==> src/rtl/ifetch_stage.sv <==
// Instruction fetch stage: PC sequencing, in-order response tracking, a 2-entry {instr, pc} FIFO and redirect flush.
// Optional FETCH_MISALIGN_CHK_EN adds a sticky misalign_err output for misaligned redirect targets.
module ifetch_stage #(
    parameter logic [31:0] RESET_PC = 32'h0000_0000
) (
    input  logic        clk,
    input  logic        rst_n,
    output logic        imem_req_valid,
    input  logic        imem_req_ready,
    output logic [31:0] imem_req_addr,
    input  logic        imem_rsp_valid,
    input  logic [31:0] imem_rsp_data,
    input  logic        redirect_valid,
    input  logic [31:0] redirect_pc,
    output logic        if_valid,
    input  logic        if_ready,
    output logic [31:0] if_instr,
    output logic [31:0] if_pc
`ifdef FETCH_MISALIGN_CHK_EN
    ,
    output logic        misalign_err
`endif
);

    logic [31:0] r_pc;
    logic [31:0] r_rsp_pc;
    logic [1:0]  r_out_cnt;
    logic [1:0]  r_drop_cnt;
    logic [31:0] r_fifo_instr [2];
    logic [31:0] r_fifo_pc    [2];
    logic        r_rd_ptr;
    logic        r_wr_ptr;
    logic [1:0]  r_fifo_cnt;

    logic [31:0] w_redir_pc;
    logic        w_fetch_hold;
    logic [2:0]  w_inflight;
    logic        w_req_fire;
    logic        w_rsp_fire;
    logic        w_rsp_drop;
    logic        w_push;
    logic        w_pop;
    logic [1:0]  w_out_after_rsp;

`ifdef FETCH_MISALIGN_CHK_EN
    logic r_misalign;

    assign w_redir_pc   = redirect_pc;
    assign w_fetch_hold = r_misalign;
    assign misalign_err = r_misalign;

    // Sticky until the next redirect; an aligned target clears it and fetch resumes.
    always_ff @(posedge clk) begin
        if (!rst_n) begin
            r_misalign <= 1'b0;
        end else if (redirect_valid) begin
            r_misalign <= (redirect_pc[1:0] != 2'b00);
        end
    end
`else
    assign w_redir_pc   = redirect_pc & 32'hFFFF_FFFC;
    assign w_fetch_hold = 1'b0;
`endif

    // Every issued request reserves a FIFO slot, so the FIFO can never overflow.
    assign w_inflight     = {1'b0, r_out_cnt} + {1'b0, r_fifo_cnt};
    assign imem_req_valid = rst_n & ~redirect_valid & ~w_fetch_hold & (w_inflight < 3'd2);
    assign imem_req_addr  = r_pc;
    assign w_req_fire     = imem_req_valid & imem_req_ready;

    assign w_rsp_fire      = imem_rsp_valid & (r_out_cnt != 2'd0);
    assign w_rsp_drop      = (r_drop_cnt != 2'd0);
    assign w_push          = w_rsp_fire & ~w_rsp_drop & ~redirect_valid;
    assign w_out_after_rsp = r_out_cnt - {1'b0, w_rsp_fire};

    assign if_valid = (r_fifo_cnt != 2'd0) & ~redirect_valid;
    assign if_instr = r_fifo_instr[r_rd_ptr];
    assign if_pc    = r_fifo_pc[r_rd_ptr];
    assign w_pop    = if_valid & if_ready;

    always_ff @(posedge clk) begin
        if (!rst_n) begin
            r_pc       <= RESET_PC;
            r_rsp_pc   <= RESET_PC;
            r_out_cnt  <= 2'd0;
            r_drop_cnt <= 2'd0;
            r_rd_ptr   <= 1'b0;
            r_wr_ptr   <= 1'b0;
            r_fifo_cnt <= 2'd0;
            for (int i = 0; i < 2; i++) begin
                r_fifo_instr[i] <= 32'd0;
                r_fifo_pc[i]    <= 32'd0;
            end
        end else begin
            r_out_cnt <= w_out_after_rsp + {1'b0, w_req_fire};
            if (redirect_valid) begin
                // Requests still in flight after this cycle return stale words and must be dropped.
                r_pc       <= w_redir_pc;
                r_rsp_pc   <= w_redir_pc;
                r_drop_cnt <= w_out_after_rsp;
                r_rd_ptr   <= 1'b0;
                r_wr_ptr   <= 1'b0;
                r_fifo_cnt <= 2'd0;
            end else begin
                if (w_req_fire) begin
                    r_pc <= r_pc + 32'd4;
                end
                if (w_rsp_fire && w_rsp_drop) begin
                    r_drop_cnt <= r_drop_cnt - 2'd1;
                end
                if (w_push) begin
                    r_fifo_instr[r_wr_ptr] <= imem_rsp_data;
                    r_fifo_pc[r_wr_ptr]    <= r_rsp_pc;
                    r_wr_ptr               <= ~r_wr_ptr;
                    r_rsp_pc               <= r_rsp_pc + 32'd4;
                end
                if (w_pop) begin
                    r_rd_ptr <= ~r_rd_ptr;
                end
                r_fifo_cnt <= r_fifo_cnt + {1'b0, w_push} - {1'b0, w_pop};
            end
        end
    end

endmodule

==> config.mk <==
export PLATFORM = sky130hd
export DESIGN_NAME = ifetch_stage
export DESIGN_NICKNAME = d
export VERILOG_FILES = /design/src/rtl/ifetch_stage.sv
export SDC_FILE = /design/constraint.sdc
export NUM_CORES = 1
export LEC_CHECK = 0
export ABC_AREA = 1
export CAP_MARGIN = 20
export CORE_ASPECT_RATIO = 0.9
export CORE_MARGIN = 2
export CORE_UTILIZATION = 35
export CTS_BUF_LIST = sky130_fd_sc_hd__clkbuf_16
export CTS_CLUSTER_DIAMETER = 40
export DETAILED_ROUTE_END_ITERATION = 8
export SLEW_MARGIN = 0
export SYNTH_ARGS = -nofsm -noshare
export SYNTH_HDL_FRONTEND = slang
export SYNTH_SLANG_ARGS = --single-unit
==> constraint.sdc <==
create_clock -name clk -period 3.8 [get_ports clk]
set_clock_uncertainty 0.05 [all_clocks]
set_input_delay 0.57 -clock clk [delete_from_list [all_inputs] [get_ports clk]]
set_output_delay 0.57 -clock clk [all_outputs]
set_load 0.01 [all_outputs]
==> reports/metrics.yaml, run 1 <==
status: "finished, final reports clean"
grt_max_degree: 63
yosysTopAreaCellShare: 0.3779
cts-root-buf: "clkbuf_16"
drive_gt1_frac: 0.1098
vias: 8016
drt-wirelength-per-cell_um: 15.82
viasPerCell: 4.794
critPathKind: "flip-flop to output pin"
grt_antenna_before_repair: 0
synthTopCellsByArea: "edfxtp_1, dfxtp_1, nand2_1"
cp-end-kind: "output pin"
layout_commonest_cell: "nand2_1"
syn2layout_area_growth_pct: 25.84
power.density_nw_per_um2: 405.6
rsz0062_at_grt: "no"
die-area_um2: 29520
yosysSeqAreaShare: 0.5180
crit_path_start_kind: "flip-flop"
num_rows: 58
min_path_type: "flip-flop to flip-flop"
die_h_um: 163.2
clk_pin_slew_worst_paths_ns: 0.08
coreArea_um2: 27790
place.gp.congestion: 0.9068
ant_nets: 0
crit_slowest_cell: "clkdlybuf4s50_1"
dp_hpwl_um: 18210
initialDrtViolationCount: 700
insertion_delay_ns: 0.44
grt_first_pass_wirelength_um: 41430
htree_levels: 4
cts_sinks: 193
cts_max_path_buffers: 2
async_flop_share: 0
synth-main-ff-cell: "edfxtp_1"
drcViolationCount: 0
post_cts_buffers: 0
grt_pass1_vias: 7637
tns_ns: 0
synth_edf_count: 124
yosysWarnings: 0
final_cell_mix: "nand2_1, nor2_1, clkdlybuf4s50_1"
die_w_um: 180.9
cts_hold_buf: 0
ioPinCount: 168
synth_seq_cells: 193
setup_violations: 0
worst_slew_pin_slew_ns: 0.7548
cts_resized: 0
post-place-ws_ns: 0.9208
port_buffers: 161
yosysTopAreaCell: "edfxtp_1"
netlist_instances: 1150
relSlewSlack: 0.4968
ir_worst_vdd_uv: 303.6
drv_slew: 0
worst_slack_ns: 0.9715
syn_area_per_cell_um2: 8.569
crit_required_ns: 3.18
cts_inserted_buffers: 17
crit_path_max_incr_delay_ns: 0.57
final-seq-area_um2: 5106
grt_use_total: 0.1803
p_leak_nw: 4.769
yosys.cell_types.count: 42
fin_nets: 1378
cts_tree: "yes"
fmax_ghz: 0.3536
maxCapViolations: 0
worstPathArrival_ns: 2.21
multi_input_area_um2: 3946
num-fill-cells: 2714
min_period_ns: 2.828
routed_wl_um: 26450
initial_core_util: 0.3546
grt_overflow: 0
path_cells: "nand2_1 > inv_1 > fa_1 > nor3_4 > clkdlybuf4s50_1"
synth_area_um2: 9854
crit_fanout: 3
antenna_cells: 0
fin_crit_sh: 0.7443
hold_violations: 0
drt_pass1_iterations: 5
[routing by layer]
layer	vias up	track usage	share of wire
met1	3705	0.2606	0.48
met2	278	0.2821	0.45
met3	13	0.03144	0.067
met4	0	0.04142	0.0081
met5	-	0	0
li1	4020	-	-
[state kept, by name, indices dropped and copies added (netlist names), named ones only]
name           flops
r_fifo_cnt         2
imem_req_addr     30
r_fifo_instr      64
r_wr_ptr           1
r_rd_ptr           1
r_rsp_pc          30
r_drop_cnt         2
r_out_cnt          2
r_fifo_pc         60
[through the flow]
stage / cells / hold WS [ns] / instance area (µm²) / power [mW] / utilization
2_1_floorplan: 1153 / 0.4096 / 9866 / 2.933 / -
3_3_place_gp: 1641 / 0.4211 / 11830 / 3.289 / 0.4255
3_5_place_dp: 1641 / 0.4275 / 11830 / 3.300 / 0.4255
4_1_cts: 1672 / 0.4395 / 12400 / 5.061 / 0.4462
5_1_grt: 1672 / 0.4498 / 12400 / 5.235 / 0.4462
6_report: 1672 / 0.4350 / 12400 / 5.030 / 0.4462
[synthesized netlist by cell type (all sizes together) (2+ instances only)]
library cell,n
nand4,8
mux2,62
inv,148
edfxtp,124
a31oi,11
nand3b,2
o21ai,53
a21oi,61
clkinv,2
nand2,232
ha,7
o21bai,2
nor3,7
o211ai,3
nand3,61
dfxtp,69
or2,3
clkbuf,12
buf,33
xor2,14
nor2,228
[worst max-delay path: cells and delay by family (launching register included)]
kind,cells,cell delay [ns]
adder cells (fa/ha/maj),1,0.45
buffers and inverters,2,0.63
flip-flops,1,0.36
AND/OR/NAND/NOR,2,0.31
[cells by family (layout without fill, tap and decap cells)]
family,count (synthesis),in the layout,share of synthesized area
buffers and inverters,195,354,0.08418
XOR/XNOR,15,15,0.01333
adder cells (fa/ha/maj),8,8,0.01092
AO/OA/AOI/OAI,134,134,0.07212
multiplexers,62,62,0.07085
other,1,4,0.0003805
AND/OR/NAND/NOR,542,542,0.2302
flip-flops,193,193,0.5180
[area by class of cell]
type,instances,share of cell area
Tap cell,360,0.03632
Timing Repair Buffer,173,0.1409
Clock inverter,14,0.01211
Inverter,150,0.04641
Clock buffer,17,0.03431
Sequential cell,193,0.4118
Multi-Input combinational cell,765,0.3182
[power by group]
group / internal, mW / switching, mW / leakage (nW) / total (mW)
logic: 0.344 / 0.442 / 2.63 / 0.787
clock network: 0.883 / 0.893 / 0.284 / 1.78
registers: 2.37 / 0.0965 / 1.85 / 2.47
total: 3.60 / 1.43 / 4.77 / 5.03
[path summary, 6_finish.rpt]
| kind | slack [ns] | start | to | depth (start not counted) |
|---|---|---|---|---|
| max | 0.97 | r_fifo_cnt[0] | imem_req_valid | 5 |
| max reg2reg | 1.49 | r_fifo_cnt[0] | imem_req_addr[12] | 11 |
| min reg2reg | 0.43 | r_drop_cnt[1] | r_drop_cnt[1] | 2 |
| min | 0.43 | r_drop_cnt[1] | r_drop_cnt[1] | 2 |
Power figures use the tool's default switching activity.
==> run 2, diff against run 1 <==
Clock period 3.8 ns to 3 ns, I/O delays scaled along.
==> run 2 against run 1 <==
  * Register-to-register slack lost 0.76 ns
  * First-iteration DRC count shrank 3.3%
  * Die area is the same
  * Worst setup slack lost 0.66 ns
  * Utilization grew 0.32 points
  * Flip-flop and latch count is the same
  * Sequential share of layout area shrank 0.30 points
  * Total power grew 27%
  * Clock power grew 26%
  * Critical endpoint unchanged
==> reports/metrics.yaml, run 2 (synthesized netlist as in run 1, its figures left out) <==
r2r_start: "r_fifo_cnt[0]"
syn2layout_area_growth_pct: 26.75
largest_register_ff_count: 64
port_buffers: 161
worst_slew_pin_slew_ns: 0.7621
final_area_um2: 12490
reg2regPathDepth: 11
die_h_um: 163.2
fmax_ghz: 0.3715
tns_ns: 0
crit_path_max_incr_delay_ns: 0.57
initial_core_util: 0.3546
cts_inserted_buffers: 17
intPower_mw: 4.575
cts_hold_buf: 0
ant_nets: 0
dp.cells: 1647
insertion_delay_ns: 0.44
num-fill-cells: 2738
combPwrFrac: 0.160
crit_slowest_cell: "clkdlybuf4s50_1"
grt_pass1_vias: 7593
grt_antenna_before_repair: 1
max_flop_register: "r_fifo_instr"
endpoint: "imem_req_valid"
postLayoutCoreUtil: 0.4494
post_cts_buffers: 0
crit_path_start_kind: "flip-flop"
crit_start: "r_fifo_cnt[0]"
drive_gt1_frac: 0.1138
fin_cells: 1679
cts-root-buf: "clkbuf_16"
drt_pass1_iterations: 5
path_delay_family: "buffers and inverters"
cts_max_path_buffers: 2
cts_tree: "yes"
seqPwrFrac: 0.489
final_cell_mix: "nand2_1, nor2_1, clkdlybuf4s50_1"
worst_slack_ns: 0.3081
cp_num_cells: 5
fin_crit_sh: 0.8973
cts_sinks: 193
biggestRegsByFlops: "r_fifo_instr: 64 flops, r_fifo_pc: 60 flops"
routed_wl_um: 26620
place.gp.congestion: 0.9169
netSwitchingFraction: 0.2844
num_rows: 58
htree_levels: 4
worstPathArrival_ns: 2.19
path_cells: "nand2_1 > inv_1 > fa_1 > nor3_4 > clkdlybuf4s50_1"
critPathKind: "flip-flop to output pin"
drv_slew: 0
fin_nets: 1384
coreArea_um2: 27790
grt_max_degree: 63
relSlewSlack: 0.4919
p_leak_nw: 4.811
grt_first_pass_wirelength_um: 41650
place_area_um2: 11910
grt_overflow: 0
power.density_nw_per_um2: 511.9
drt-wirelength-per-cell_um: 15.85
post-place-ws_ns: 0.4170
vias: 8149
initialDrtViolationCount: 677
path_buf_inv: 2
crit_fanout: 3
p_total_mw: 6.393
crit_required_ns: 2.50
setup_violations: 0
maxCapViolations: 0
min_period_ns: 2.692
hold_ws_ns: 0.4306
drcViolationCount: 0
ioPinCount: 168
power_frac_clock: 0.352
grt_use_total: 0.1799
clk_pin_slew_worst_paths_ns: 0.08
die-area_um2: 29520
status: "finished, final reports clean"
viasPerCell: 4.853
cp-end-kind: "output pin"
r2r_end: "imem_req_addr[12]"
rsz0062_at_grt: "no"
power.switching_mw: 1.818
layout_commonest_cell: "nand2_1"
cts_resized: 0
r2r_slack_ns: 0.73
die_w_um: 180.9
min_path_type: "primary input to flip-flop"
ir_worst_vdd_uv: 375.5
hold_violations: 0
dp_hpwl_um: 18500
[run 2: cell types whose count changed in the layout (fill, tap and decap cells not counted)]
| cell | delta |
|---|---|
| clkinv_4 | +1 |
| buf_4 | +3 |
| buf_12 | +3 |
| diode_2 | +1 |
| clkinv_8 | +1 |
| inv_6 | -1 |
| inv_8 | -1 |
[run 2: worst reg2reg max path, cell delays in order (launching register included)]
cell and delay, ns:
dfxtp_1 0.37, nand2_1 0.07, inv_1 0.06, fa_1 0.44
nor3_4 0.24, nand2_4 0.15, nand2_4 0.27, inv_2 0.20
nand2_1 0.10, nand2_1 0.04, a21oi_1 0.11, nor2_1 0.05
[run 2: worst min-delay path by stage]
stage / start / endpoint / slack [ns] / depth (start not counted)
floorplan: r_wr_ptr / r_wr_ptr / 0.41 / 2
global placement: r_drop_cnt[1] / r_drop_cnt[1] / 0.42 / 2
detailed placement: r_drop_cnt[1] / r_drop_cnt[1] / 0.43 / 2
CTS: redirect_valid / r_rsp_pc[30] / 0.41 / 4
global route: redirect_valid / r_rsp_pc[30] / 0.42 / 4
finish: redirect_valid / r_rsp_pc[30] / 0.43 / 4
[run 2: power groups by stage]
stage          sequential (mW)  combinational [mW]  clock (mW)
3_5_place_dp              3.18                1.02           0
6_report                  3.12                1.02        2.25
5_1_grt                   3.15                1.13        2.39
2_1_floorplan             3.16               0.553           0
3_3_place_gp              3.18                1.01           0
4_1_cts                   3.12                1.03        2.29
[run 2: final cells by class]
cell class                      count  area [µm²]  share of cell area
Antenna cell                        1       2.502           0.0002003
Clock inverter                     14       155.1             0.01242
Clock buffer                       17       425.4             0.03406
Inverter                          150       575.6             0.04608
Sequential cell                   193        5106              0.4088
Tap cell                          360       450.4             0.03606
Multi-Input combinational cell    765        3946              0.3159
Timing Repair Buffer              179        1829              0.1464
[run 2: layer usage]
| layer | GRT usage | share of wire |
|---|---|---|
| met1 | 0.2629 | 0.48 |
| met2 | 0.2819 | 0.44 |
| met4 | 0.03482 | 0.0069 |
| met3 | 0.02988 | 0.065 |
| met5 | 0 | 0 |
==> run 3, diff against run 2 <==
Settings changed: CORE_UTILIZATION 35 to 50, MAX_ROUTING_LAYER from default to met4, PLACE_DENSITY from default to 0.76.
==> run 3 against run 2 <==
  * First-iteration DRC count down 20%
  * Sequential share of layout area up 0.67 points
  * Sequential power about the same
  * Critical path depth unchanged
  * Count of clock-buffer cells in the layout unchanged
==> reports/metrics.yaml, run 3 (synthesized netlist as in run 1, its figures left out) <==
status: "finished, final reports clean"
worstPathArrival_ns: 2.20
p_leak_nw: 4.782
crit_required_ns: 2.50
cp-end-kind: "output pin"
biggestRegsByFlops: "r_fifo_instr: 64 flops, r_fifo_pc: 60 flops"
cts_resized: 0
holdPathStages: 2
worstHoldStart: "r_drop_cnt[1]"
viasPerCell: 5.279
dp.cells: 1533
fin_crit_sh: 0.8994
routed_wl_um: 25460
r2r_end: "imem_req_addr[12]"
fin_nets: 1380
clk_pin_slew_worst_paths_ns: 0.08
ioPinCount: 168
holdPathEnd: "r_drop_cnt[1]"
power.density_nw_per_um2: 522.6
tns_ns: 0
initial_core_util: 0.5112
r2r_slack_ns: 0.70
post_cts_buffers: 0
fin_cells: 1564
num_rows: 48
hold_ws_ns: 0.4482
postLayoutCoreUtil: 0.6375
die_h_um: 137.2
cts-root-buf: "clkbuf_16"
htree_levels: 4
syn2layout_area_growth_pct: 24.71
min_path_type: "flip-flop to flip-flop"
grt_use_total: 0.2525
cts_hold_buf: 0
cts_inserted_buffers: 17
fmax_ghz: 0.3706
drt_pass1_iterations: 6
grt_first_pass_wirelength_um: 40270
grt_max_degree: 63
ir_worst_vdd_uv: 408.2
hold_violations: 0
grt_pass1_vias: 7815
crit_fanout: 3
grt_antenna_before_repair: 0
min_period_ns: 2.698
crit_path_start_kind: "flip-flop"
rsz0062_at_grt: "no"
r2r_start: "r_fifo_cnt[0]"
place_area_um2: 11700
drcViolationCount: 0
setup_violations: 0
cts_sinks: 193
final_area_um2: 12290
worst_slew_pin_slew_ns: 0.7122
reg2regPathDepth: 11
die-area_um2: 20850
drt-wirelength-per-cell_um: 16.28
place.gp.congestion: 0.9295
final_cell_mix: "nand2_1, nor2_1, clkdlybuf4s50_1"
max_flop_register: "r_fifo_instr"
largest_register_ff_count: 64
vias: 8257
maxCapViolations: 0
cts_tree: "yes"
drive_gt1_frac: 0.1111
antenna_cells: 0
die_w_um: 152.0
coreArea_um2: 19280
dp_hpwl_um: 17520
drv_slew: 0
insertion_delay_ns: 0.44
initialDrtViolationCount: 543
layout_commonest_cell: "nand2_1"
ant_nets: 0
critPathKind: "flip-flop to output pin"
grt_overflow: 0
relSlewSlack: 0.5252
port_buffers: 161
cts_max_path_buffers: 2
run 3: cell type report:
| cell class | count | area, µm² |
|---|---|---|
| clock buffer | 17 | 425.4 |
| clock inverter | 14 | 161.4 |
| fill | 1593 | 6989 |
| inverter | 150 | 575.6 |
| multi-input combinational | 765 | 3946 |
| sequential | 193 | 5106 |
| tap | 250 | 312.8 |
| timing repair buffer | 175 | 1762 |
run 3: stage by stage:
| stage | setup slack, ns | total power [mW] |
|---|---|---|
| 2_1_floorplan | 0.01471 | 3.714 |
| 3_3_place_gp | 0.4736 | 4.152 |
| 3_5_place_dp | 0.4301 | 4.177 |
| 4_1_cts | 0.2783 | 6.434 |
| 5_1_grt | 0.1846 | 6.669 |
| 6_report | 0.3019 | 6.423 |
run 3: layer usage:
metal  GRT usage  vias to the layer above  wire length [µm]
li1            -                     4023                 -
met1      0.3375                     3848             11420
met5           -                        -                 0
met3     0.04844                       25              1929
met4     0.06127                        0               365
met2      0.4032                      361             11750
run 3: worst max path at each step:
| stage | end | slack, ns | start |
|---|---|---|---|
| 6_report | imem_req_valid | 0.30 | r_fifo_cnt[0] |
| 5_1_grt | imem_req_valid | 0.18 | r_out_cnt[0] |
| 4_1_cts | imem_req_valid | 0.28 | r_fifo_cnt[0] |
| 3_5_place_dp | r_fifo_cnt[1] | 0.43 | imem_rsp_valid |
| 3_3_place_gp | r_fifo_cnt[1] | 0.47 | imem_rsp_valid |
| 2_1_floorplan | r_fifo_instr[0][0] | 0.01 | imem_rsp_valid |
run 3: power by group:
group	internal [mW]	leakage, nW	switching, mW
Clock	1.19	0.288	1.11
Combinational	0.443	2.64	0.558
Sequential	3.00	1.85	0.123
run 3: critical path: stages (launching register included):
cell,delay (ns)
dfxtp_1,0.37
nand2_1,0.06
inv_1,0.06
fa_1,0.45
nor3_4,0.25
clkdlybuf4s50_1,0.57
